===== src/rtl/tug_playfield.sv =====
// Tug-of-war playfield: button conditioning into press pulses and a one-hot LED bar.
// Optional DEBOUNCE_EN adds a per-button stability counter of DB_CYCLES clocks.
`timescale 1ns/1ps
module tug_playfield #(
  parameter int N         = 9,
  parameter int DB_CYCLES = 4
) (
  input  logic         clk,
  input  logic         reset,
  input  logic         L_in,
  input  logic         R_in,
  input  logic         hold,
  output logic         L,
  output logic         R,
  output logic [N-1:0] leds,
  output logic         leftleds,
  output logic         rightleds
);

  localparam int C  = (N - 1) / 2;
  localparam int PW = $clog2(N);

  generate
    if (N < 3 || (N % 2) != 1 || DB_CYCLES < 2 || DB_CYCLES > 255) begin : g_bad_params
      $error("tug_playfield: N must be odd and >= 3, DB_CYCLES must be 2..255");
    end
  endgenerate

  // Bit 1 carries the left button, bit 0 the right button throughout.
  logic [1:0] raw;
  logic [1:0] sync1_reg;
  logic [1:0] sync2_reg;
  logic [1:0] level;
  logic [1:0] prev_reg;
  logic [1:0] pulse_reg;
  logic [PW-1:0] pos_reg;

  assign raw = {L_in, R_in};

  always_ff @(posedge clk or negedge reset) begin
    if (!reset) begin
      sync1_reg <= '0;
      sync2_reg <= '0;
    end else begin
      sync1_reg <= raw;
      sync2_reg <= sync1_reg;
    end
  end

`ifdef DEBOUNCE_EN
  genvar gi;
  generate
    for (gi = 0; gi < 2; gi++) begin : g_db
      logic [7:0] cnt_reg;
      logic       level_reg;

      always_ff @(posedge clk or negedge reset) begin
        if (!reset) begin
          cnt_reg   <= '0;
          level_reg <= 1'b0;
        end else if (sync2_reg[gi] == level_reg) begin
          cnt_reg <= '0;
        end else if (cnt_reg == 8'(DB_CYCLES - 1)) begin
          level_reg <= sync2_reg[gi];
          cnt_reg   <= '0;
        end else begin
          cnt_reg <= cnt_reg + 8'd1;
        end
      end

      assign level[gi] = level_reg;
    end
  endgenerate
`else
  assign level = sync2_reg;
`endif

  always_ff @(posedge clk or negedge reset) begin
    if (!reset) begin
      prev_reg  <= '0;
      pulse_reg <= '0;
    end else begin
      prev_reg  <= level;
      pulse_reg <= level & ~prev_reg;
    end
  end

  assign L = pulse_reg[1];
  assign R = pulse_reg[0];

  // Moves act on the pulse cycle; hold still lets pulses through to the scorer.
  always_ff @(posedge clk or negedge reset) begin
    if (!reset) begin
      pos_reg <= PW'(C);
    end else if (!hold) begin
      if (pulse_reg == 2'b10 && pos_reg < PW'(N - 1))
        pos_reg <= pos_reg + PW'(1);
      else if (pulse_reg == 2'b01 && pos_reg > PW'(0))
        pos_reg <= pos_reg - PW'(1);
    end
  end

  assign leds      = N'(1) << pos_reg;
  assign leftleds  = leds[N-1];
  assign rightleds = leds[0];

endmodule


===== config.mk =====
export PLATFORM = sky130hd
export DESIGN_NAME = tug_playfield
export DESIGN_NICKNAME = d
export VERILOG_FILES = /design/src/rtl/tug_playfield.sv
export SDC_FILE = /design/constraint.sdc
export NUM_CORES = 1
export LEC_CHECK = 0
export BUFFER_PORTS_ARGS = -buffer_cell sky130_fd_sc_hd__buf_2
export CAP_MARGIN = 20
export CORE_AREA = 2 2 39 41
export CTS_CLUSTER_DIAMETER = 200
export CTS_CLUSTER_SIZE = 28
export DETAILED_ROUTE_END_ITERATION = 10
export DIE_AREA = 0 0 41 43
export HOLD_SLACK_MARGIN = 0.1
export PLACE_DENSITY = 0.71
export SLEW_MARGIN = 20
export SYNTH_ARGS = -nofsm -noshare
export SYNTH_HDL_FRONTEND = slang
export SYNTH_SLANG_ARGS = --single-unit

===== constraint.sdc =====
create_clock -name clk -period 5 [get_ports clk]
set_input_delay 0.5 -clock clk [delete_from_list [all_inputs] [get_ports clk]]
set_output_delay 0.5 -clock clk [all_outputs]
set_load 0.05 [all_outputs]

==> flow_summary.toml <==
[die]
row_count = 14
coreArea_sq_mm = 0.00138
io_pins = 18
die_w_um = 41
die_area_sq_mm = 0.00176
dieHeight_um = 43
start_util = 0.428

[sta]
slew-limit-headroom = 0.636
hold_viol = 0
fmax_mhz = 483
finClkSkew_ns = 0.00598
worst_slew_pin_slew_ns = 0.540
setup_viol = 0
period_share = 0.414
slew_violations = 0
rsz0062_at_grt = "no"
min_period_ns = 2.07
tns_ns = 0

[route]
drc = 0
dr_total_vias = 428
routedWlPerCell_um = 11.4
viasPerCell = 5.04
dr.pass1.iters = 2
drt_wl_total_um = 968
ant_nets = 0
drtIter0Drc = 3

[global_route]
grt_use_met3 = 0.0471
grt_usage = 0.130
grt_pass1_vias = 369
grt_busiest_layer = "met2"
grt_overflow = 0
grt_pass1_wl_um = 1460
globalRouteMet1Util = 0.148
use_met2 = 0.197
antenna_found_initial = 0
grt_max_degree = 13

[setup_path]
cp.arrival_ns = 1.57
crit_type = "reg -> out"
cp.required_ns = 4.50
slowest_stage = "dfstp_2"
max_stage_delay_ns = 0.61
start_kind = "register"
cp-end-kind = "output pin"
crit_chain = "or2b_1, nor3_1, buf_2"
cp_max_fo = 8
rr_worst_depth = 6

[clock_tree]
cts_made_buffers = 3
cts_buffer_depth = 2
cts_tree = "yes"
post_cts_resize_count = 0
path_clk_slew_ns = 0.08
htreeDepth = 1
clock_sinks = 12
postCtsSetupBuffers = 0
root_buffer = "clkbuf_4"
clock_latency_ns = 0.27

[finish]
diodes = 0
stdcell_count = 85
nets = 78
largest_register_ff_count = 4
area_growth_syn_to_layout_pct = 21.6
n_fill_cell = 123
drive_above_1_share = 0.420

[synthesis]
yosysWarnings = 0
synth_fp_nets = 59
synthFlopType = "dfrtp_1"
synthTopCellsByCount = "dfrtp_1 (11), nor3_1 (5), nor2_1 (3)"
syn_avg_cell_area_sq_um = 11.6
synth_cell_types = 27
synth_top_cell_area_share = 0.465
yosysMostFrequentCell = "dfrtp_1"
synth-edff-count = 0
synthArstFlopShare = 1.00
synth_area_leaders = "dfrtp_1 (47%), mux2_4 (5.1%), dfstp_2 (4.4%)"
synthCells = 51
yosysSeqAreaShare = 0.510
synth.largest_area_cell = "dfrtp_1"
netlist_area_sq_um = 592
ys_seq_elements = 12

[placed_design]
gp_congestion = 0.692
dp_hpwl_um = 718
io_buffer_count = 17
post-place-cells = 80

[pwr]
p_per_area_mw_per_mm2 = 541
ir_drop_mv = 0.246
power_leakage_nw = 0.339

[job]
drv_cap = 0

[run_status]
status = "finished, final reports clean"

[worst_hold_path]
hp-class = "in -> reg"
whs_path_depth = 1
-- report_power, final --
group / internal, mW / leakage, nW / switching (mW)
logic: 0.0601 / 0.180 / 0.0930
registers: 0.118 / 0.139 / 0.0409
clock network: 0.0443 / 0.0210 / 0.0328
-- timing repair --
| item | 4_1_cts | 5_1_grt |
|---|---|---|
| endpoints found under the hold margin | 11 | 0 |
| endpoints found under the setup margin | 0 | 0 |
| hold buffers | 1 | 0 |
-- layout by cell type (no fill, tap or decap) --
cell           synthesis  layout
a21oi_1                1       1
buf_2                  1      17
clkbuf_4               0       3
clkbuf_8               0       1
dfrtp_1               11      11
dfstp_2                1       1
dlygate4sd3_1          0       1
fa_1                   1       1
ha_1                   2       2
inv_1                  1       1
inv_2                  1       1
mux2_4                 2       2
nand2_1                2       2
nand2b_1               2       2
nand3_1                2       2
nor2_1                 3       3
nor2b_1                2       2
nor3_1                 5       5
nor4_2                 1       1
nor4b_1                1       1
o21ai_0                1       1
o31ai_1                1       1
o41ai_2                1       1
or2b_1                 1       1
or3_1                  1       1
or3_2                  1       1
or4_4                  1       1
xor2_1                 2       2
-- kinds of logic after synthesis --
kind of cell | synth area share
AND/OR/NAND/NOR | 0.224
flip-flops | 0.510
buffers and inverters | 0.0528
adder cells (fa/ha/maj) | 0.0761
XOR/XNOR | 0.0296
AO/OA/AOI/OAI | 0.0571
multiplexers | 0.0507
-- worst max-delay path: cells and delay by family (launching register included) --
family	cells	cell delay (ns)
simple gates	2	0.40
buf+inv	1	0.28
flops	1	0.61
-- stage by stage --
stage	hold slack (ns)	util	area, sq um	setup WS (ns)	total power, mW
detailed placement	0.341	0.486	673	2.95	0.315
floorplan	0.204	-	592	1.74	0.286
finish	0.325	0.520	719	2.93	0.389
CTS	0.317	0.520	719	2.90	0.395
global route	0.315	0.520	719	2.85	0.415
global placement	0.333	0.486	673	3.00	0.310
-- path summary, 6_finish.rpt --
check / from / endpoint / slack [ns]
max: pos_reg[2] / leds[4] / 2.93
min: R_in / sync1_reg[0] / 0.32
max reg2reg: pos_reg[3] / pos_reg[3] / 2.94
max in group asynchronous: reset / pos_reg[2] / 4.11
min in group asynchronous: reset / pos_reg[1] / 0.62
min reg2reg: sync1_reg[1] / level[1] / 0.36
-- area by class of cell --
cell class / count / area [sq um] / share of cell area
inverters: 2 / 7.51 / 0.0104
multi-input cells: 33 / 259 / 0.360
flip-flops and latches: 12 / 302 / 0.419
repair buffers: 18 / 95.1 / 0.132
clock buffers: 4 / 36.3 / 0.0504
well taps: 16 / 20.0 / 0.0278
-- routing by layer --
layer  part of all wire  wire, um  vias up
met5                  0         0        -
met4              0.020        19        0
met3              0.059        57        2
met2               0.48       460       15
met1               0.44       430      200
li1                   -         -      211
Power figures use the tool's default switching activity.
